**src/rtl/gf2m_kara_mul_pipe.sv**
```systemverilog
// gf2m_kara_mul_pipe: three-stage GF(2^M) multiplier using one-level Karatsuba and pentanomial reduction.
// Supports multiply, square and multiply-add, with a valid/ready handshake and full backpressure.
module gf2m_kara_mul_pipe #(
   parameter int M  = 16,
   parameter int K3 = 5,
   parameter int K2 = 3,
   parameter int K1 = 2
)(
   input  logic         clk,
   input  logic         rst,
   input  logic         in_valid,
   output logic         in_ready,
   input  logic [1:0]   op,
   input  logic [M-1:0] a_in,
   input  logic [M-1:0] b_in,
   input  logic [M-1:0] d_in,
   output logic         out_valid,
   input  logic         out_ready,
   output logic [M-1:0] c_out
);
   localparam int H = M / 2;
   localparam int P = 2 * H - 1;

   logic         en;
   logic         v1_q, v2_q, out_valid_q, mad1_q, mad2_q;
   logic [H-1:0] ah_q, al_q, bh_q, bl_q, as_q, bs_q;
   logic [M-1:0] d1_q, d2_q, c_q, c_d, b_d;
   logic [P-1:0] z0_q, z1_q, z2_q;
   logic [2*M-2:0] prod;

   function automatic logic [P-1:0] clmul(input logic [H-1:0] x, input logic [H-1:0] y);
      logic [P-1:0] r;
      r = '0;
      for (int i = 0; i < H; i++)
         if (y[i]) r = r ^ (P'(x) << i);
      return r;
   endfunction

   // Fold from the top down so every bit toggled lands strictly below the one cleared.
   function automatic logic [M-1:0] reduce(input logic [2*M-2:0] p);
      logic [2*M-2:0] r;
      r = p;
      for (int j = 2*M-2; j >= M; j--)
         if (r[j]) begin
            r[j]        = 1'b0;
            r[j-M+K3]   = ~r[j-M+K3];
            r[j-M+K2]   = ~r[j-M+K2];
            r[j-M+K1]   = ~r[j-M+K1];
            r[j-M]      = ~r[j-M];
         end
      return r[M-1:0];
   endfunction

   assign en        = !(out_valid_q && !out_ready);
   assign in_ready  = en;
   assign out_valid = out_valid_q;
   assign c_out     = c_q;

   always_comb begin
      b_d  = (op == 2'b01) ? a_in : b_in;
      prod = {z2_q, {M{1'b0}}} ^ {{H{1'b0}}, z1_q ^ z0_q ^ z2_q, {H{1'b0}}} ^ {{M{1'b0}}, z0_q};
      c_d  = reduce(prod) ^ (mad2_q ? d2_q : '0);
   end

   always_ff @(posedge clk) begin
      if (rst) begin
         v1_q        <= 1'b0;
         v2_q        <= 1'b0;
         out_valid_q <= 1'b0;
         mad1_q      <= 1'b0;
         mad2_q      <= 1'b0;
         ah_q        <= '0;
         al_q        <= '0;
         bh_q        <= '0;
         bl_q        <= '0;
         as_q        <= '0;
         bs_q        <= '0;
         d1_q        <= '0;
         d2_q        <= '0;
         z0_q        <= '0;
         z1_q        <= '0;
         z2_q        <= '0;
         c_q         <= '0;
      end else if (en) begin
         v1_q        <= in_valid;
         mad1_q      <= (op == 2'b10);
         ah_q        <= a_in[M-1:H];
         al_q        <= a_in[H-1:0];
         bh_q        <= b_d[M-1:H];
         bl_q        <= b_d[H-1:0];
         as_q        <= a_in[M-1:H] ^ a_in[H-1:0];
         bs_q        <= b_d[M-1:H] ^ b_d[H-1:0];
         d1_q        <= d_in;
         v2_q        <= v1_q;
         mad2_q      <= mad1_q;
         d2_q        <= d1_q;
         z2_q        <= clmul(ah_q, bh_q);
         z0_q        <= clmul(al_q, bl_q);
         z1_q        <= clmul(as_q, bs_q);
         out_valid_q <= v2_q;
         if (v2_q) c_q <= c_d;
      end
   end
endmodule

```
**config.mk**
```make
export PLATFORM = sky130hd
export DESIGN_NAME = gf2m_kara_mul_pipe
export DESIGN_NICKNAME = d
export VERILOG_FILES = /design/src/rtl/gf2m_kara_mul_pipe.sv
export SDC_FILE = /design/constraint.sdc
export NUM_CORES = 1
export LEC_CHECK = 0
export ABC_CLOCK_PERIOD_IN_PS = 3600
export CORE_UTILIZATION = 49
export DETAILED_ROUTE_END_ITERATION = 10
export MAX_ROUTING_LAYER = met4
export PLACE_DENSITY = 0.69
export SLEW_MARGIN = 40
export SYNTH_ARGS = -nofsm -noshare
export SYNTH_HDL_FRONTEND = slang
export SYNTH_SLANG_ARGS = --single-unit
```
**constraint.sdc**
```tcl
create_clock -name clk -period 3.6 [get_ports clk]
set_input_delay 1.08 -clock clk [delete_from_list [all_inputs] [get_ports clk]]
set_output_delay 1.08 -clock clk [all_outputs]
set_load 0.01 [all_outputs]
```
After elaboration in Yosys (flattened, before gate mapping)
Cells that the tools add are included.
- output and inout port bits: 18
- register bits after elaboration: 146
- logic and storage cells: 225
- reductions and logical operators: 4
- multiplexer cells: 113
- bitwise operators: 89
- equality and inequality tests: 2
- operators by type and width (kind ; count):
    15-bit two-way mux ; 63
    15-bit XOR ; 5
    1-bit NOT ; 61
    15-bit by 10-bit XOR with 15-bit output ; 3
    15-bit by 11-bit XOR with 15-bit output ; 3
    15-bit by 12-bit XOR with 15-bit output ; 3
    15-bit by 13-bit XOR with 15-bit output ; 3
    15-bit by 14-bit XOR with 15-bit output ; 3
    15-bit by 9-bit XOR with 15-bit output ; 3
    16-bit two-way mux ; 2
    31-bit by 15-bit XOR with 31-bit output ; 1
    31-bit by 23-bit XOR with 31-bit output ; 1
    1-bit two-way mux ; 30
    2-bit two-way mux ; 15
    8-bit two-way mux ; 3
    16-bit XOR ; 1
    8-bit XOR ; 2
    2-bit by 1-bit == test with 1-bit output, second input constant ; 1
    2-bit == test, second input constant ; 1
    1-bit zero test ; 2
    2-bit AND reduction ; 1
    1-bit logical AND ; 1

Logic depth before layout (Yosys ltp)
Gate-level depths: netlist of the first run.
- depth in word-level cells: 35
- depth in mapped cells: 8
- depth with buffers taken out: 5

Worst setup path before layout of the first run
Ideal clock, no wire load.
- kind: input to output
- start: input out_ready
- end: output in_ready
- cell stages on the path: 5
- arrival: 1.922 ns
- slack: 0.598 ns
- buffers on the path: 3
- data required time: 2.520 ns
- cell sequence: nor2b_1 > clkbuf_1 > clkinv_1 > clkbuf_1 > buf_1
- word-level cells in the longest chain between the ends: 3
- ends and longest elaborated chain (element ; RTL line ; source):
    from (decl) ; 18 ; input logic out_ready,
    1-bit zero test ; 54 ; assign en = !(out_valid_q && !out_ready);
    1-bit logical AND ; 54 ;
    1-bit zero test ; 54 ;
    to (decl) ; 12 ; output logic in_ready,
No other way between the ends.

Final worst setup path of the first run
Ends and elaborated chain as after synthesis.

==> impl_metrics.csv, run 1 <==
group,metric,value,unit
run_status,run_status,"complete, no violations",
routing,post-route-drc-count,0,
synth,synthesis.nets,1171,
die,fp.dieH,135,µm
global_routing,grt_max_degree,177,
clock_network,cts_htree_levels,4,
power_and_ir_drop,power_frac_seq,38.7,%
timing,final_max_slew_viol_count,0,
power_and_ir_drop,clock_power_share,37.5,%
clock_network,clockRootBuffer,"sky130_fd_sc_hd__clkbuf_16",
synth,ranking_of_synthesized_cells_by_area,"sky130_fd_sc_hd__dfxtp_1 34%, sky130_fd_sc_hd__nand2_1 18%, sky130_fd_sc_hd__xnor2_1 16%, sky130_fd_sc_hd__xnor3_1 7.3%, sky130_fd_sc_hd__a21oi_1 5.2%",
setup_path,crit_type,"primary input to output pin",
global_routing,grt_util_all_layers,24.6,%
final_layout,drive_gt1_share,4.46,%
die,die_w,135,µm
synth,synth_top_cell_area_share,33.8,%
synth,synth-seq-area-share,33.8,%
timing,tightest_slew,776,ps
clock_network,tritoncts,"done",
timing,final.setup_skew,7.86,ps
synth,synth_flop_cell,"sky130_fd_sc_hd__dfxtp_1",
synth,synth_area_per_cell,7.74,µm²
routing,dr.pass1.iters,7,
job,maxCapViolCount,0,
final_layout,area_growth,15.2,%
timing,report.final.hold_viol_count,0,
clock_network,cts.repair.resized,0,
power_and_ir_drop,vdd_drop_max,0.000342,V
setup_path,cp-start-kind,"primary input",
clock_network,clock_sinks,146,
timing,setup_viol,0,
global_routing,antenna_found_initial,0,
routing,initial_detailed_routing_violation_count,540,
placement,gpl.final_weighted_congestion,0.842,
synth,synthDistinctLibCells,29,
synth,synth_largest_area_cell,"sky130_fd_sc_hd__dfxtp_1",
routing,detail_route.vias_per_cell,5.26,
power_and_ir_drop,p_leak,3.81,nW
setup_path,timing.critical_path.fanout_max,2,
placement,placed_area,0.00933,mm²
timing,grt_setup_unrepaired,"false",
timing,timing.final.crit_period,3390,ps
global_routing,grt_pass1_vias,6555,
final_layout,n_diodes,0,
clock_network,path_clk_slew,60,ps
setup_path,cp.required,2520,ps
synth,synth_top_cells_by_count,"406 x sky130_fd_sc_hd__nand2_1, 153 x sky130_fd_sc_hd__xnor2_1, 146 x sky130_fd_sc_hd__dfxtp_1, 98 x sky130_fd_sc_hd__clkbuf_1, 89 x sky130_fd_sc_hd__a21oi_1",
routing,detail_route.wirelength,20500,µm
die,core-area,0.0172,mm²
power_and_ir_drop,internal_power_of_the_cells,3.63,mW
power_and_ir_drop,netSwitchingFraction,27.5,%
placement,portBuffers,71,
min_path,timing.hold.worst.class,"flip-flop to flip-flop",
power_and_ir_drop,combinationalPowerShare,23.9,%
clock_network,cts_buffers,17,
synth,synth_edf_count,0,
placement,dp_hpwl,14200,µm
clock_network,ctsHoldBuffers,0,
synth,netlist_instances,1117,
power_and_ir_drop,power_density,503,mW/mm²
clock_network,clock_latency_on_the_worst_skew_pair,420,ps
final_layout,nFillCells,1576,
routing,antenna_left,0,
final_layout,fin_area,0.00995,mm²
die,die_area,0.0182,mm²
setup_path,end_kind,"output pin",
global_routing,grt.overflow.total,0,
timing,min_period_over_period,94.2,%
clock_network,clk_path_buf_depth,2,
power_and_ir_drop,power.net_switching,1.38,mW
synth,yosys_register_bits,146,
timing,fin_tns_setup,0,ps
clock_network,postCtsSetupBuffers,0,
die,start_util,50.2,%
routing,avgRoutedWirePerCell,15.3,µm
synth,yosys.cell_count.top_type,"sky130_fd_sc_hd__nand2_1",
routing,routed-via-count,7081,
synth,syn-cell-area,0.00864,mm²
die,io_pins,72,
synth,yosys_warnings,0,
global_routing,grt_first_pass_wirelength,34000,µm
synth,synth_async_sr_flop_share,0,%
final_layout,nets,1163,
timing,slew_headroom,48.2,%
timing,fin_hold_ws,452,ps
die,std_cell_rows,48,
setup_path,cp.arrival,2310,ps
timing,max_freq,295,MHz
per-stage QoR:
step	total power [mW]	worst slack, ps	util, %	instances
2_1_floorplan	2.85	598	-	1117
4_1_cts	5.04	173	57.8	1346
6_report	5.00	207	57.8	1346
3_3_place_gp	3.15	180	54.1	1315
5_1_grt	5.23	145	57.8	1346
3_5_place_dp	3.17	168	54.1	1315
cells in the final DEF (no fill, tap or decap), drive strengths merged:
master and count:
nor2 54, dfxtp 146, clkinv 3, a311oi 16
bufinv 4, o21ai 4, nor3b 1, xnor2 160
or2 1, clkdlybuf4s50 70, xor3 2, and2 1
o211ai 8, nand2 406, a211oi 35, xor2 43
xnor3 29, nand2b 2, clkbuf 22, nor2b 2
nand3b 5, a21o 1, nand3 7, buf 7
a21oi 89, clkinvlp 2, inv 1
final timing paths:
kind                  start        end  slack, ps  cells after the start
setup reg to reg   z2_q[13]   c_out[5]       1650                      5
setup / recovery  out_ready   in_ready        210                      4
hold reg to reg   c_out[15]  c_out[15]        450                      2
hold / removal    c_out[15]  c_out[15]        450                      2
logic make-up (layout without fill, tap and decap cells):
logic type / after synthesis / count (layout) / share of synthesized area (%)
AND/OR/NAND/NOR: 479 / 479 / 21.3
XOR/XNOR: 234 / 234 / 29.4
AO/OA/AOI/OAI: 153 / 153 / 10.8
flip-flops: 146 / 146 / 33.8
buffers and inverters: 105 / 109 / 4.60
sequential cells by signal, summed over array words and instances (netlist names), 8 cells and up:
| signal | count |
|---|---|
| d2_q | 16 |
| bs_q | 8 |
| bl_q | 8 |
| al_q | 8 |
| d1_q | 16 |
| bh_q | 8 |
| ah_q | 8 |
| z0_q | 15 |
| z2_q | 15 |
| z1_q | 15 |
| as_q | 8 |
| c_out | 16 |
area by class of cell:
cell class | count | area [µm²] | area share [%]
multi-input combinational | 866 | 5330 | 53.6
inverter | 1 | 6.26 | 0.0628
timing repair buffer | 77 | 782 | 7.86
tap | 225 | 282 | 2.83
clock inverter | 9 | 154 | 1.55
clock buffer | 22 | 474 | 4.76
sequential | 146 | 2920 | 29.4
metal layers:
metal	wire length, µm	GRT usage [%]	share of wire, %	vias up
met4	285	7.05	1.4	0
met5	0	-	0	-
met2	9680	38.0	47	137
met1	9750	33.3	47	3384
li1	-	-	-	3542
met3	825	3.90	4.0	18
power groups by stage:
stage,sequential (mW),clock [mW],combinational (mW)
after CTS,1.93,1.91,1.21
final,1.93,1.87,1.19
after detailed placement,1.97,0,1.20
after global placement,1.97,0,1.19
after global routing,1.95,1.98,1.29
after floorplan,1.84,0,1.00
critical path, cell delays in order:
cell and delay, ps:
sky130_fd_sc_hd__clkdlybuf4s50_1 500, sky130_fd_sc_hd__nor2b_4 70, sky130_fd_sc_hd__inv_4 60, sky130_fd_sc_hd__clkdlybuf4s50_1 600
No activity file was read; power rests on OpenSTA's default activity.
==> run 2, diff against run 1 <==
--- a/config.mk
+++ b/config.mk
@@ -6,6 +6,7 @@
 export NUM_CORES = 1
 export LEC_CHECK = 0
 export ABC_CLOCK_PERIOD_IN_PS = 3600
+export CORE_ASPECT_RATIO = 2
 export CORE_UTILIZATION = 49
 export DETAILED_ROUTE_END_ITERATION = 10
 export MAX_ROUTING_LAYER = met4
==> run 2 against run 1 <==
Against the previous run: design area stayed put; worst hold slack hardly changed; combinational power hardly changed; clock-buffer cell count is 5 lower; clock power is 4% lower; critical path type unchanged.
==> impl_metrics.csv, run 2 (synthesis gave the netlist of run 1 again) <==
group,metric,value,unit
power_and_ir_drop,power_density,494,mW/mm²
setup_path,cp.arrival,1900,ps
power_and_ir_drop,internal_power_of_the_cells,3.46,mW
global_routing,grt_pass1_vias,6601,
power_and_ir_drop,clock_power_share,36.4,%
routing,routed-via-count,7080,
setup_path,reg2reg_setup_slack,1650,ps
clock_network,postCtsSetupBuffers,0,
die,start_util,50.1,%
timing,slew_headroom,54.7,%
final_layout,mostFrequentLayoutCells,"406 x sky130_fd_sc_hd__nand2_1, 153 x sky130_fd_sc_hd__xnor2_1, 146 x sky130_fd_sc_hd__dfxtp_1, 89 x sky130_fd_sc_hd__a21oi_1, 69 x sky130_fd_sc_hd__clkdlybuf4s50_1",
die,io_pins,72,
final_layout,nets,1167,
power_and_ir_drop,design_power_total,4.92,mW
clock_network,cts_buffers,17,
global_routing,grt_max_degree,103,
die,die_w,95.9,µm
power_and_ir_drop,power_frac_seq,39.2,%
power_and_ir_drop,power.net_switching,1.46,mW
clock_network,path_clk_slew,60,ps
placement,portBuffers,71,
clock_network,ctsHoldBuffers,0,
timing,fin_tns_setup,0,ps
setup_path,crit_path_top_delay_cell,"sky130_fd_sc_hd__clkdlybuf4s50_1",
routing,detail_route.vias_per_cell,5.30,
placement,gpl.final_weighted_congestion,0.856,
run_status,run_status,"complete, no violations",
global_routing,grt.overflow.total,0,
placement,pre_cts_slack,623,ps
setup_path,crit_type,"primary input to output pin",
placement,post-place-cells,1304,
global_routing,antenna_found_initial,0,
setup_path,crit_path_max_incr_delay,440,ps
global_routing,grt_first_pass_wirelength,34000,µm
timing,final.setup_skew,8.98,ps
final_layout,area_growth,15.2,%
clock_network,tritoncts,"done",
timing,min_period_over_period,82.7,%
die,die_area,0.0182,mm²
setup_path,startpoint,"out_ready",
timing,final_max_slew_viol_count,0,
min_path,hold_depth,2,
power_and_ir_drop,vdd_drop_max,0.000288,V
timing,tightest_slew,679,ps
final_layout,n_diodes,0,
timing,report.final.hold_viol_count,0,
clock_network,cts.repair.resized,0,
routing,antenna_left,0,
timing,final.setup.worst_slack,625,ps
die,fp.dieH,190,µm
setup_path,cell_chain_critical_path,"clkdlybuf4s50_1 > nor2b_4 > inv_4 > buf_12",
setup_path,cp-start-kind,"primary input",
die,core-area,0.0173,mm²
placement,dp_hpwl,15500,µm
setup_path,end_kind,"output pin",
clock_network,cts_htree_levels,4,
setup_path,regToRegStartpoint,"z2_q[11]",
routing,dr.pass1.iters,5,
final_layout,final_common_cell,"sky130_fd_sc_hd__nand2_1",
power_and_ir_drop,p_leak,3.83,nW
clock_network,clk_path_buf_depth,2,
clock_network,clock_latency_on_the_worst_skew_pair,430,ps
routing,initial_detailed_routing_violation_count,338,
global_routing,grt_util_all_layers,25.7,%
routing,post-route-drc-count,0,
routing,avgRoutedWirePerCell,16.1,µm
min_path,timing.hold.worst.class,"flip-flop to flip-flop",
routing,detail_route.wirelength,21500,µm
timing,setup_viol,0,
final_layout,drive_gt1_share,5.15,%
clock_network,clockRootBuffer,"sky130_fd_sc_hd__clkbuf_16",
timing,grt_setup_unrepaired,"false",
setup_path,timing.critical_path.fanout_max,2,
clock_network,clock_sinks,146,
power_and_ir_drop,netSwitchingFraction,29.7,%
setup_path,cp.required,2520,ps
die,std_cell_rows,68,
timing,timing.final.crit_period,2980,ps
setup_path,r2r.worst_path.cells,5,
final_layout,layoutNonFillerInstCount,1336,
power_and_ir_drop,combinationalPowerShare,24.5,%
min_path,worstHoldStart,"c_out[0]",
job,maxCapViolCount,0,
timing,fin_hold_ws,452,ps
timing,max_freq,336,MHz
==> run 2: cell count changes in the layout (fill, tap and decap cells not counted), moves of 2 or more <==
cell / previous run / this run
sky130_fd_sc_hd__buf_4: 4 / 7
sky130_fd_sc_hd__clkbuf_8: 3 / 0
sky130_fd_sc_hd__clkbuf_1: 2 / 0
sky130_fd_sc_hd__inv_6: 0 / 5
sky130_fd_sc_hd__bufinv_16: 4 / 2
sky130_fd_sc_hd__buf_12: 2 / 4
sky130_fd_sc_hd__inv_8: 0 / 2
==> run 2: worst paths after layout <==
path                             endpoint
worst min-delay path             c_out[0]
worst max register to register  c_out[13]
worst min register to register   c_out[0]
worst max-delay path             in_ready
==> run 2: through the flow <==
step	instance area (µm²)	utilization (%)
CTS	9950	57.6
global placement	9360	54.2
detailed placement	9360	54.2
global route	9950	57.6
floorplan	8640	-
finish	9950	57.6
==> run 2: power groups by stage <==
stage / Combinational (mW) / Clock, mW / Sequential, mW
after floorplan: 1.00 / 0 / 1.84
after global placement: 1.19 / 0 / 1.96
after detailed placement: 1.21 / 0 / 1.96
after CTS: 1.22 / 1.82 / 1.93
after global routing: 1.31 / 1.89 / 1.95
final: 1.20 / 1.79 / 1.93
==> run 2: per-layer routing <==
layer / global-route usage, % / vias to the layer above / part of all wire [%]
li1: - / 3549 / -
met1: 27.0 / 3285 / 37
met2: 45.1 / 201 / 55
met3: 3.40 / 45 / 3.7
met4: 14.1 / 0 / 4.9
met5: - / - / 0
==> run 2: layout make-up <==
type | instances | area, µm²
tap | 210 | 263
timing repair buffer | 81 | 835
sequential | 146 | 2920
multi-input combinational | 866 | 5330
clock inverter | 15 | 169
clock buffer | 17 | 425
fill | 1612 | 7320
inverter | 1 | 6.26
==> run 2: critical path, delay by kind of cell <==
kind | cells | cell delay [ps]
buffers and inverters | 3 | 640
AND/OR/NAND/NOR | 1 | 160
